--- src/rtl/dlx_pkg.sv ---
// Shared DLX definitions: jump-type encodings, fetch defaults and the fetch FSM states.
package dlx_pkg;

  typedef enum logic [1:0] {
    JT_REG   = 2'b00,
    JT_IMM16 = 2'b01,
    JT_IMM26 = 2'b10,
    JT_IAR   = 2'b11
  } jump_type_e;

  typedef enum logic {
    FETCH   = 1'b0,
    DISCARD = 1'b1
  } fetch_state_e;

  localparam logic [31:0] DEFAULT_RESET_VECTOR = 32'h0000_0000;
  localparam logic [31:0] DEFAULT_NOP_WORD     = 32'h0000_0000;

  // Fetch addresses are always word aligned; low target bits are simply dropped.
  function automatic logic [31:0] word_align(input logic [31:0] addr);
    return {addr[31:2], 2'b00};
  endfunction

endpackage

--- src/rtl/dlx_branch_target.sv ---
// Combinational taken/target resolution for control transfers sitting in EX.
module dlx_branch_target
  import dlx_pkg::*;
(
  input  logic        ex_valid_i,
  input  logic        ex_is_branch_i,
  input  logic [1:0]  ex_jump_type_i,
  input  logic        ex_cond_src_i,
  input  logic        ex_branch_cond_i,
  input  logic        ex_alu_zero_i,
  input  logic        ex_fpsr_i,
  input  logic [31:0] ex_pc4_i,
  input  logic [25:0] ex_imm26_i,
  input  logic [31:0] ex_reg_a_i,
  input  logic [31:0] iar_i,
  output logic        taken_o,
  output logic [31:0] target_o
);

  logic cond;

  always_comb begin
    cond    = ex_cond_src_i ? ex_alu_zero_i : ex_fpsr_i;
    taken_o = ex_valid_i & (ex_is_branch_i ? (cond == ex_branch_cond_i) : 1'b1);
    case (jump_type_e'(ex_jump_type_i))
      JT_IMM16: target_o = ex_pc4_i + {{16{ex_imm26_i[15]}}, ex_imm26_i[15:0]};
      JT_IMM26: target_o = ex_pc4_i + {{6{ex_imm26_i[25]}}, ex_imm26_i};
      JT_IAR:   target_o = iar_i;
      default:  target_o = ex_reg_a_i;
    endcase
  end

endmodule

--- src/rtl/dlx_ifetch.sv ---
// DLX instruction fetch: PC, imem handshake, one-entry skid buffer and the IF/ID register.
// Define DLX_IFETCH_DELAY_SLOT_EN to keep the IF/ID entry (delay slot) across a redirect.
module dlx_ifetch
  import dlx_pkg::*;
#(
  parameter logic [31:0] RESET_VECTOR = DEFAULT_RESET_VECTOR,
  parameter logic [31:0] NOP_WORD     = DEFAULT_NOP_WORD
) (
  input  logic        clk,
  input  logic        rst_n,
  output logic [31:0] imem_addr,
  output logic        imem_req,
  input  logic        imem_ready,
  input  logic [31:0] imem_rdata,
  input  logic        stall,
  input  logic        ex_valid,
  input  logic        ex_is_branch,
  input  logic [1:0]  ex_jump_type,
  input  logic        ex_cond_src,
  input  logic        ex_branch_cond,
  input  logic        ex_alu_zero,
  input  logic        ex_fpsr,
  input  logic [31:0] ex_pc4,
  input  logic [25:0] ex_imm26,
  input  logic [31:0] ex_reg_a,
  input  logic [31:0] iar,
  output logic [31:0] ifid_instr,
  output logic [31:0] ifid_pc4,
  output logic        ifid_valid,
  output logic [5:0]  OpCode,
  output logic [5:0]  Function
);

  fetch_state_e state_q, state_d;
  logic [31:0]  pc_q, pc_d, disc_addr_q, disc_addr_d;
  logic         run_q;
  logic         hold_full_q, hold_full_d;
  logic [31:0]  hold_instr_q, hold_instr_d, hold_pc4_q, hold_pc4_d;
  logic [31:0]  ifid_instr_q, ifid_instr_d, ifid_pc4_q, ifid_pc4_d;
  logic         ifid_valid_q, ifid_valid_d;
  logic         taken, accept;
  logic [31:0]  target, pc_plus4;

  dlx_branch_target u_target (
    .ex_valid_i      (ex_valid),
    .ex_is_branch_i  (ex_is_branch),
    .ex_jump_type_i  (ex_jump_type),
    .ex_cond_src_i   (ex_cond_src),
    .ex_branch_cond_i(ex_branch_cond),
    .ex_alu_zero_i   (ex_alu_zero),
    .ex_fpsr_i       (ex_fpsr),
    .ex_pc4_i        (ex_pc4),
    .ex_imm26_i      (ex_imm26),
    .ex_reg_a_i      (ex_reg_a),
    .iar_i           (iar),
    .taken_o         (taken),
    .target_o        (target)
  );

  // DISCARD keeps presenting the abandoned address until memory completes it.
  assign imem_req  = run_q & ((state_q == DISCARD) | ~hold_full_q);
  assign imem_addr = (state_q == DISCARD) ? disc_addr_q : pc_q;
  assign accept    = imem_req & imem_ready & (state_q == FETCH);
  assign pc_plus4  = pc_q + 32'd4;

  always_comb begin
    state_d      = state_q;
    pc_d         = pc_q;
    disc_addr_d  = disc_addr_q;
    hold_full_d  = hold_full_q;
    hold_instr_d = hold_instr_q;
    hold_pc4_d   = hold_pc4_q;
    ifid_instr_d = ifid_instr_q;
    ifid_pc4_d   = ifid_pc4_q;
    ifid_valid_d = ifid_valid_q;

    if (taken) begin
      pc_d        = word_align(target);
      hold_full_d = 1'b0;
      if ((state_q == FETCH) && imem_req && !imem_ready) begin
        state_d     = DISCARD;
        disc_addr_d = pc_q;
      end
    end else if (accept) begin
      pc_d = pc_plus4;
    end
    if ((state_q == DISCARD) && imem_ready) begin
      state_d = FETCH;
    end

    // A redirect squashes the buffered and in-flight words before stall is considered.
    if (taken) begin
`ifdef DLX_IFETCH_DELAY_SLOT_EN
      if (!stall) begin
        ifid_instr_d = NOP_WORD;
        ifid_valid_d = 1'b0;
      end
`else
      ifid_instr_d = NOP_WORD;
      ifid_valid_d = 1'b0;
`endif
    end else if (!stall) begin
      if (hold_full_q) begin
        ifid_instr_d = hold_instr_q;
        ifid_pc4_d   = hold_pc4_q;
        ifid_valid_d = 1'b1;
        hold_full_d  = 1'b0;
      end else if (accept) begin
        ifid_instr_d = imem_rdata;
        ifid_pc4_d   = pc_plus4;
        ifid_valid_d = 1'b1;
      end else begin
        ifid_instr_d = NOP_WORD;
        ifid_valid_d = 1'b0;
      end
    end else if (accept) begin
      hold_full_d  = 1'b1;
      hold_instr_d = imem_rdata;
      hold_pc4_d   = pc_plus4;
    end
  end

  always_ff @(posedge clk or negedge rst_n) begin
    if (!rst_n) begin
      state_q      <= FETCH;
      pc_q         <= word_align(RESET_VECTOR);
      disc_addr_q  <= 32'd0;
      run_q        <= 1'b0;
      hold_full_q  <= 1'b0;
      hold_instr_q <= NOP_WORD;
      hold_pc4_q   <= 32'd0;
      ifid_instr_q <= NOP_WORD;
      ifid_pc4_q   <= 32'd0;
      ifid_valid_q <= 1'b0;
    end else begin
      state_q      <= state_d;
      pc_q         <= pc_d;
      disc_addr_q  <= disc_addr_d;
      run_q        <= 1'b1;
      hold_full_q  <= hold_full_d;
      hold_instr_q <= hold_instr_d;
      hold_pc4_q   <= hold_pc4_d;
      ifid_instr_q <= ifid_instr_d;
      ifid_pc4_q   <= ifid_pc4_d;
      ifid_valid_q <= ifid_valid_d;
    end
  end

  // DLX numbers bits MSB-first, so OpCode [0:5] is [31:26] and Function [26:31] is [5:0].
  assign ifid_instr = ifid_instr_q;
  assign ifid_pc4   = ifid_pc4_q;
  assign ifid_valid = ifid_valid_q;
  assign OpCode     = ifid_instr_q[31:26];
  assign Function   = ifid_instr_q[5:0];

endmodule

--- config.mk ---
export PLATFORM = sky130hd
export DESIGN_NAME = dlx_ifetch
export DESIGN_NICKNAME = d
export VERILOG_FILES = /design/src/rtl/dlx_pkg.sv /design/src/rtl/dlx_branch_target.sv /design/src/rtl/dlx_ifetch.sv
export SDC_FILE = /design/constraint.sdc
export NUM_CORES = 1
export LEC_CHECK = 0
export CELL_PAD_IN_SITES_DETAIL_PLACEMENT = 0
export CELL_PAD_IN_SITES_GLOBAL_PLACEMENT = 2
export CORE_MARGIN = 3
export CORE_UTILIZATION = 33
export DETAILED_ROUTE_END_ITERATION = 8
export PLACE_DENSITY_LB_ADDON = 0.05
export REMOVE_ABC_BUFFERS = 1
export SETUP_SLACK_MARGIN = 0.2
export SLEW_MARGIN = 5
export SYNTH_ARGS = -nofsm -noshare
export SYNTH_HDL_FRONTEND = slang
export SYNTH_HIERARCHICAL = 1
export SYNTH_SLANG_ARGS = --single-unit
--- constraint.sdc ---
create_clock -name clk -period 6 [get_ports clk]
set_input_delay 0.6 -clock clk [delete_from_list [all_inputs] [get_ports clk]]
set_output_delay 0.6 -clock clk [all_outputs]
set_load 0.005 [all_outputs]
# After elaboration in Yosys (flattened, before gate mapping)
# Cells that the tools add are included.
[word_totals]
reg_bits = 196
in_bits = 166
[op_classes]
n_reduce_logical = 12
n_eq_ne = 5
muxes = 23
n_addsub = 3
bitwise_logic = 9
[op_table]
columns = ["op", "n"]
rows = [
  ["2-to-1 mux 32 bit", 8],
  ["case mux 32 bit (3 select lines)", 1],
  ["adder 32 bit", 2],
  ["adder 32 x 3 -> 32 bit (second input constant)", 1],
  ["2-to-1 mux 1 bit", 14],
  ["nonzero test 2 bit", 4],
  ["AND reduction 3 bit", 2],
  ["AND 1 bit", 4],
  ["== test 2 bit (second input constant)", 2],
  ["NOT 1 bit", 4],
  ["AND reduction 2 bit", 2],
  ["logical AND 1 bit", 3],
  ["== test 2 x 1 -> 1 bit (second input constant)", 1],
  ["inequality test 2 x 1 -> 1 bit (second input constant)", 1],
  ["== test 1 bit", 1],
  ["logical NOT 1 bit", 1],
  ["OR 1 bit", 1],
]

# Depth between registers and ports, before layout
# Gate-level depths: netlist (run 1).
[depth]
word_depth = 9
depth_mapped = 17
mapped_depth_nobuf = 15

# Modules after synthesis
# The synthesis (run 1) kept the hierarchy.
[modules_own_cells]
columns = ["module", "cells_per_inst", "seq_area_each_um2", "n_inst", "area_each_um2"]
rows = [
  ["dlx_ifetch", 899, 4704.5, 1, 9069.9],
  ["dlx_branch_target", 374, 0.0, 1, 2418.6],
]

# Worst setup path before layout (run 1)
# OpenSTA, ideal clock, no wires.
[synth_path]
path_type = "input to register"
startpoint = "input ex_jump_type[0]"
endpoint = "register pc_q[29]"
arrival_time_ns = 2.980
cell_stages = 15
setup_slack_ns = 2.887
setup_time_ns = 0.134
n_path_buf = 2
path_cell_list = "inv_1 > ha_1 > nand2b_1 > clkbuf_1 > nand2_1 > ha_1 > clkbuf_1 > a21o_1 > a21o_1 > a21oi_1 > o21ai_0 > a222oi_1 > nand3_1 > nand2_1 > o21ai_0"
[synth_between]
elab_chain_len = 3
word_cells_on_any_way = 5
cone_classes = "eq/ne (3); mux (2)"
[synth_rtl]
columns = ["item", "line", "text"]
rows = [
  ["start, declared", "dlx_ifetch.sv:18", "input logic [1:0] ex_jump_type,"],
  ["== test 2 bit / == test 2 x 1 -> 1 bit (equally long branches)", "dlx_branch_target.sv:25", "case (jump_type_e'(ex_jump_type_i))"],
  ["case mux 32 bit (3 select lines) (*)", "dlx_branch_target.sv:25", ""],
  ["via target[29]", "dlx_ifetch.sv:42", "logic [31:0] target, pc_plus4;"],
  ["2-to-1 mux 32 bit (*)", "dlx_ifetch.sv:77", "if (taken) begin"],
  ["end signal, assigned", "dlx_ifetch.sv:126", "pc_q <= word_align(RESET_VECTOR);"],
  ["end signal, assigned", "dlx_ifetch.sv:137", "pc_q <= pc_d;"],
  ["end, declared", "dlx_ifetch.sv:35", "logic [31:0] pc_q, pc_d, disc_addr_q, disc_addr_d;"],
]
# The timed path passes the listed nets; every way through them passes the cells marked *.
# A chain may end at the register's enable or synchronous reset.

# Worst setup path after layout (run 1)
[layout_path]
startpoint = "input ex_jump_type[0]"
endpoint = "register pc_q[26]"
# The elaborated chain is that of the path after synthesis.

==> metrics.cfg, run 1 <==
[run_status]
status=finished clean

[power]
power_density_nw_per_um2=301
power.leakage_uw=0.00610
ir_worst_vdd_mv=0.210

[yosys]
synth.cell_area_sq_um=11500
syn-mean-instance-area_sq_um=9.05
yosysWarnings=6
syn_inst=1266

[grt]
antenna_found_initial=1
grt_pass1_wl_microns=53100
grt_use_total_pct=18.2
grt_max_degree=90
overflow=0
grt_pass1_vias=9554

[final_layout]
multi_input_area_sq_um=6160
final_nets=1651
diodes=0
regArea_sq_um=4710
fill_cells=3351
drive_above_1_share_pct=11.2
syn_to_final_growth_pct=30.6

[floorplanning]
fp.dieW_microns=192
die_y_microns=192
initial_core_util_pct=33.8
boundaryPins=276
core_region_area_sq_um=33900
die_area_sq_um=37000
core.rowCount=67

[timing]
whs_ns=0.209
postLayoutSetupSlackWorst_ns=2.18
worst_pin_slew_ns=1.27
setup_viol_count_final=0
finalCriticalPeriod_ns=3.82
drv_slew=0
slew_headroom_pct=14.8
finalCritPeriodShare_pct=63.6
max_clock_freq_ghz=0.262
rsz0062_at_grt=no
fin_skew_ns=0.0107
timing.final.hold_violations=0

[drt]
via_count=9611
drc=0
avgViaCountPerCell=5.03
dr.first_iter.drc_count=342
wl_microns=33600
drtAntennaViolNets=0
firstDrtPassIters=5
wl_per_cell_microns=17.6

[placement]
hpwl_microns=24100
pre_cts_slack_ns=1.70
gp_congestion=0.818
port_buffers=267

[clock_tree]
cts.repair.resized=0
cts_tree=built
clockRootBuffer=clkbuf_16
cts.path.max_buffers=2
postCtsSetupBuffers=0
clk_pin_slew_ns=0.07
clock_latency_ns=0.43
hold_buffers=0
htree_levels=4
numCtsBuffers=17
clock_sink_count=188

[worst_setup_path]
end_kind=register
start_kind=primary input
rr_endpoint=hold_instr_q[22]$_DFFE_PN0P_
crit_arrival_ns=4.17
critPathLaunch=ex_jump_type[0]
r2r-start=state_q$_DFFE_PN0P_
critPathKind=in -> reg
r2r_cells=5
crit_fanout=11
crit_required_ns=6.35
r2r_slack_ns=3.04

[flow_run]
maxCapViolCount=0

[min_path]
hold_class=in -> async

power by group:
group          switching [uW]  total [uW]  internal, uW
clock                     501        1250           753
sequential                249        1860          1610
combinational             616        1390           774
total                    1370        4510          3140
final cells by class:
| type | count | share of cell area (%) |
|---|---|---|
| inverters | 27 | 0.678 |
| flip-flops and latches | 188 | 31.5 |
| clock inverters | 14 | 1.43 |
| clock buffers | 18 | 2.94 |
| well taps | 448 | 3.75 |
| repair buffers | 280 | 18.5 |
| multi-input cells | 935 | 41.2 |
registers in the layout, summed over array words and instances, names as in the netlist, 30 cells and up:
| signal | cells |
|---|---|
| disc_addr_q | 30 |
| hold_instr_q | 32 |
| hold_pc4_q | 30 |
| ifid_instr | 32 |
| ifid_pc4 | 30 |
| pc_q | 30 |
worst max-delay path by stage:
stage                                             end  slack [ns]  cells after the start
after detailed placement         pc_q[26]$_DFFE_PN0P_        1.70                     16
final                            pc_q[26]$_DFFE_PN0P_        2.18                     15
after floorplan           disc_addr_q[10]$_DFFE_PN0P_       -3.41                      5
after CTS                        pc_q[26]$_DFFE_PN0P_        2.17                     16
after global placement           pc_q[26]$_DFFE_PN0P_        1.78                     16
after global routing             pc_q[26]$_DFFE_PN0P_        1.81                     16
cell usage in the layout, fill, tap and decap left out, types with 4 or more instances in the layout:
cell / count
a21boi_0: 5
a21o_1: 20
a21oi_1: 89
a221oi_1: 11
a22oi_1: 48
a31oi_1: 7
and3_1: 5
and4_1: 4
buf_4: 13
bufinv_16: 5
clkbuf_16: 17
clkdlybuf4s50_1: 265
conb_1: 5
dfrtp_1: 187
ha_1: 35
inv_1: 27
mux2_2: 96
mux2i_1: 4
nand2_1: 141
nand2b_1: 4
nand3_1: 31
nand4_1: 17
nor2_1: 110
nor2b_1: 6
nor3_1: 20
nor4_1: 11
o211ai_1: 11
o21a_1: 5
o21ai_0: 102
o22ai_1: 9
o31ai_1: 6
xnor2_1: 50
xor2_1: 33
stage by stage:
| stage | power, uW | utilization (%) | instance area [sq um] | cells | setup TNS, ns |
|---|---|---|---|---|---|
| 3_5_place_dp | 3300 | 42.2 | 14300 | 1878 | 0 |
| 3_3_place_gp | 3270 | 42.2 | 14300 | 1878 | 0 |
| 4_1_cts | 4570 | 44.2 | 15000 | 1910 | 0 |
| 6_report | 4510 | 44.2 | 15000 | 1910 | 0 |
| 5_1_grt | 4810 | 44.2 | 15000 | 1910 | 0 |
| 2_1_floorplan | 2580 | - | 10900 | 1150 | -330.94 |
routing by layer:
metal,wire [microns],vias to the layer above,global-route usage [%]
met1,16200,4527,25.5
met4,420,0,4.31
li1,-,4820,-
met5,0,-,0
met2,15300,239,29.1
met3,1730,25,3.40
worst max-delay path, stage by stage:
cell             delay, ns
clkdlybuf4s50_1       0.43
inv_1                 0.10
ha_1                  0.37
nand2b_1              0.36
nand2_1               0.11
ha_1                  0.40
nand2_1               0.18
o21ai_0               0.32
nor3_1                0.09
a31oi_1               0.47
a21boi_0              0.21
xor2_1                0.17
o21ai_0               0.18
nand2_1               0.07
o21ai_0               0.09
Power figures use the tool's default switching activity.
==> inputs of run 2 (changes only) <==
- CORE_UTILIZATION: 33 -> 27
- clock period: 6 -> 3.2 ns (I/O delays scaled with it)
==> metrics.cfg, run 2 (same netlist as run 1, synthesis figures left out) <==
[worst_setup_path]
path_buf_inv=3
crit_required_ns=3.52
cpPeakStageDelay_ns=0.48
cp_common_cell=nand2_1
critical_path.slowest_cell=clkdlybuf4s50_1
critPathKind=in -> reg
path_cells=clkdlybuf4s50_1 > inv_1 > ha_1 > buf_4 > nand2_1 > nand2_1 > ha_1 > a21o_1 > a21o_1 > a21oi_1 > and3b_2 > a22o_1 > xor2_1 > o221ai_1 > nand2_1 > o21ai_0
start_kind=primary input
crit_arrival_ns=3.13
crit_fanout=10
crit_family=compound AO/OA/AOI/OAI gates
end_kind=register

[drt]
via_count=9823
drtAntennaViolNets=0
drc=0
avgViaCountPerCell=4.74
wl_per_cell_microns=18.1
firstDrtPassIters=5
dr.first_iter.drc_count=606
wl_microns=37400

[power]
ir_worst_vdd_mv=0.305
pwr-share-comb_pct=33.0
p_clk_share_pct=26.0
switching_share_pct=30.9
switchingPower_uw=2630
p_int_uw=5870
p_seq_share_pct=41.0
power_density_nw_per_um2=540
power.leakage_uw=0.00648

[final_layout]
diodes=0
final_common_cell=clkdlybuf4s50_1
drive_above_1_share_pct=16.6
syn_to_final_growth_pct=37.5
layout_common_cells=clkdlybuf4s50_1, dfrtp_1, nand2_1
fill_cells=4213
final_nets=1728

[floorplanning]
die_y_microns=212
boundaryPins=276
initial_core_util_pct=27.7
core_region_area_sq_um=41400
die_area_sq_um=44900
fp.dieW_microns=212
core.rowCount=74

[timing]
setup_viol_count_final=0
drv_slew=0
timing.final.hold_violations=0
fin_skew_ns=0.00852
slew_headroom_pct=43.4
finalCriticalPeriod_ns=2.82
rsz0062_at_grt=no
worst_pin_slew_ns=0.850
whs_ns=0.310
finalCritPeriodShare_pct=88.0
max_clock_freq_ghz=0.355
postLayoutSetupSlackWorst_ns=0.383

[min_path]
hold_class=in -> reg

[clock_tree]
cts.path.max_buffers=2
clk_pin_slew_ns=0.07
clock_latency_ns=0.44
clock_sink_count=188
cts_tree=built
postCtsSetupBuffers=0
htree_levels=4
numCtsBuffers=17
clockRootBuffer=clkbuf_16

[grt]
grt_pass1_wl_microns=58400
grt_max_degree=92
grt_use_total_pct=16.7
grt_pass1_vias=9886
overflow=0
antenna_found_initial=0

[placement]
pre_cts_slack_ns=-0.241
gp_congestion=0.778
port_buffers=267
hpwl_microns=28000

[run_status]
status=finished clean

[flow_run]
maxCapViolCount=0

## run 2: changes by cell type in the layout (fill, tap and decap cells not counted), sizes merged
cell,change
buf,+76
clkbuf,+4
inv,-3
bufinv,-2
clkinv,+1
dlygate4sd3,+1
## run 2: cell type report
class                      instances  area [sq um]  share of cell area, %
clock inverter                    10           140                  0.890
inverter                          27           101                  0.644
timing repair buffer             357          3410                   21.7
tap                              532           666                   4.23
multi-input combinational        935          6260                   39.7
sequential                       188          4710                   29.9
clock buffer                      22           464                   2.95
## run 2: power groups by stage
| stage | combinational, uW | sequential, uW | clock (uW) |
|---|---|---|---|
| 2_1_floorplan | 1380 | 3450 | 0 |
| 3_3_place_gp | 2810 | 3510 | 0 |
| 3_5_place_dp | 2830 | 3550 | 0 |
| 4_1_cts | 2840 | 3500 | 2300 |
| 5_1_grt | 3120 | 3600 | 2390 |
| 6_report | 2800 | 3490 | 2210 |
## run 2: routing by layer
layer  part of all wire (%)  global-route usage [%]  vias to the layer above  routed length, microns
li1                       -                       -                     4981                       -
met1                     48                    23.2                     4603                   18100
met2                     46                    27.3                      213                   17300
met3                    4.0                    2.62                       26                    1480
met4                    1.2                    4.13                        0                     461
met5                      0                       0                        -                       0
## run 2: per-stage QoR
step	power, uW	std cells	instance area (sq um)	util, %	TNS (ns)
floorplan	4830	1150	10900	-	-817.25
global placement	6330	2038	15000	36.3	-1.56
detailed placement	6370	2038	15000	36.3	-1.87
CTS	8640	2071	15600	37.8	0
global route	9110	2071	15700	38.0	0
finish	8510	2071	15700	38.0	0
## run 2: tightest hold or removal path, cell delays in order
cell and delay (ns):
buf_2 0.16, nor2_1 0.11, a21oi_1 0.04, nor2_1 0.08
## run 2: worst paths after layout
check	to	start	slack, ns	cells past startpoint
worst max register to register	ifid_pc4[25]$_DFFE_PN0P_	pc_q[5]$_DFFE_PN0P_	0.80	5
worst max-delay path	pc_q[25]$_DFFE_PN0P_	ex_jump_type[0]	0.38	16
min in group asynchronous	ifid_instr[29]$_DFFE_PN0P_	rst_n	0.43	2
worst min register to register	hold_pc4_q[6]$_DFFE_PN0P_	hold_pc4_q[6]$_DFFE_PN0P_	0.48	2
worst min-delay path	ifid_instr[1]$_DFFE_PN0P_	stall	0.31	4
max in group asynchronous	hold_instr_q[18]$_DFFE_PN0P_	rst_n	1.91	3
## run 2: what timing repair did
| action | 4_1_cts | 5_1_grt |
|---|---|---|
| hold buffers | 1 | 0 |
| endpoints found under the setup margin | 0 | 12 |
| gates resized for setup | 0 | 24 |
| hold endpoints to repair | 59 | 0 |
==> inputs of run 3 (changes only) <==
- clock period: 3.2 -> 2.4 ns (I/O delays scaled with it)
==> metrics.cfg, run 3 (same netlist as run 1, synthesis figures left out) <==
[run_status]
status=finished clean

[timing]
finalCritPeriodShare_pct=92.6
rsz0062_at_grt=yes
timing.final.hold_violations=0
fin_skew_ns=0.00815
slew_headroom_pct=33.5
setup_tns_ns=0
finalCriticalPeriod_ns=2.22
drv_slew=0
setup_viol_count_final=0
worst_pin_slew_ns=0.996
postLayoutSetupSlackWorst_ns=0.178
max_clock_freq_ghz=0.450

[worst_setup_path]
r2r_slack_ns=0.30
end_kind=register
critPathKind=in -> reg
crit_fanout=3
crit_required_ns=2.72
start_kind=primary input
crit_arrival_ns=2.54

[grt]
grt_pass1_vias=10439
grt_pass1_wl_microns=59200
overflow=0
antenna_found_initial=0
grt_use_total_pct=16.8
grt_max_degree=63

[clock_tree]
cts_tree=built
cts.path.max_buffers=2
numCtsBuffers=17
clock_latency_ns=0.43
clk_pin_slew_ns=0.07
clockRootBuffer=clkbuf_16
htree_levels=4
clock_sink_count=188

[floorplanning]
boundaryPins=276
initial_core_util_pct=27.7
core_region_area_sq_um=41400
die_area_sq_um=44900
fp.dieW_microns=212
die_y_microns=212
core.rowCount=74

[placement]
pre_cts_slack_ns=-0.894
dp.cells=2108
gp_congestion=0.796
port_buffers=267
hpwl_microns=29500

[drt]
via_count=10367
wl_per_cell_microns=17.9
drc=0
firstDrtPassIters=5
wl_microns=38900
avgViaCountPerCell=4.77
drtAntennaViolNets=0
dr.first_iter.drc_count=552

[final_layout]
diodes=0
final_nets=1829
final_common_cell=clkdlybuf4s50_1
fill_cells=4162
fin_util_pct=41.8
fin_cells=2172
syn_to_final_growth_pct=51.2
drive_above_1_share_pct=28.1
layout_common_cells=clkdlybuf4s50_1, dfrtp_1, buf_4

[power]
ir_worst_vdd_mv=0.431
power.leakage_uw=0.00731
power_density_nw_per_um2=672

[min_path]
hold_class=in -> async

[flow_run]
maxCapViolCount=0

==> run 3: layer usage <==
metal / track usage [%] / part of all wire (%)
met1: 22.5 / 47
met2: 28.6 / 48
met3: 2.86 / 3.7
met4: 3.88 / 1.4
met5: 0 / 0
==> run 3: layout make-up <==
class	instances	area (sq um)	share of cell area [%]
clock buffer	21	470	2.72
inverter	27	104	0.600
clock inverter	11	93.8	0.542
multi-input combinational	936	6940	40.1
timing repair buffer	457	4330	25.0
sequential	188	4710	27.2
tap	532	666	3.85
==> run 3: path summary, 6_finish.rpt <==
| path | from | end | depth (start not counted) |
|---|---|---|---|
| min | rst_n | hold_instr_q[10]$_DFFE_PN0P_ | 2 |
| min in group clk | stall | ifid_pc4[30]$_DFFE_PN0P_ | 5 |
| max in group asynchronous | rst_n | state_q$_DFFE_PN0P_ | 3 |
| max reg2reg | pc_q[12]$_DFFE_PN0P_ | hold_pc4_q[27]$_DFFE_PN0P_ | 5 |
| max | ex_pc4[0] | pc_q[22]$_DFFE_PN0P_ | 16 |
| min reg2reg | hold_pc4_q[8]$_DFFE_PN0P_ | hold_pc4_q[8]$_DFFE_PN0P_ | 2 |
==> run 3: where the power goes <==
| part | internal, uW | switching [uW] |
|---|---|---|
| combinational | 2430 | 1870 |
| sequential | 4030 | 563 |
| clock | 1510 | 1230 |
| total | 7980 | 3660 |
==> run 3: repair_timing <==
item,CTS,global route
hold endpoints to repair,58,0
gates cloned,2,2
hold buffers,1,0
endpoints found under the setup margin,48,35
gates resized for setup,137,106
setup buffers,14,13
pin swaps,52,62
==> run 3: critical path: stages <==
cell	delay (ns)
buf_6	0.07
ha_4	0.14
inv_4	0.04
fa_2	0.41
nor2b_4	0.15
o2111ai_4	0.15
a211oi_4	0.25
o211ai_1	0.13
buf_4	0.17
a31oi_4	0.16
buf_6	0.15
xnor2_2	0.07
a221oi_2	0.21
a21oi_1	0.06
nand2_1	0.09
o21ai_1	0.05
==> run 3: stage by stage <==
| step | total power [uW] | cell area (sq um) | hold slack [ns] |
|---|---|---|---|
| floorplan | 6440 | 10900 | -0.0556 |
| global placement | 8630 | 15600 | 0.274 |
| detailed placement | 8690 | 15600 | 0.274 |
| CTS | 11700 | 16700 | 0.376 |
| global route | 12400 | 17300 | 0.380 |
| finish | 11600 | 17300 | 0.355 |
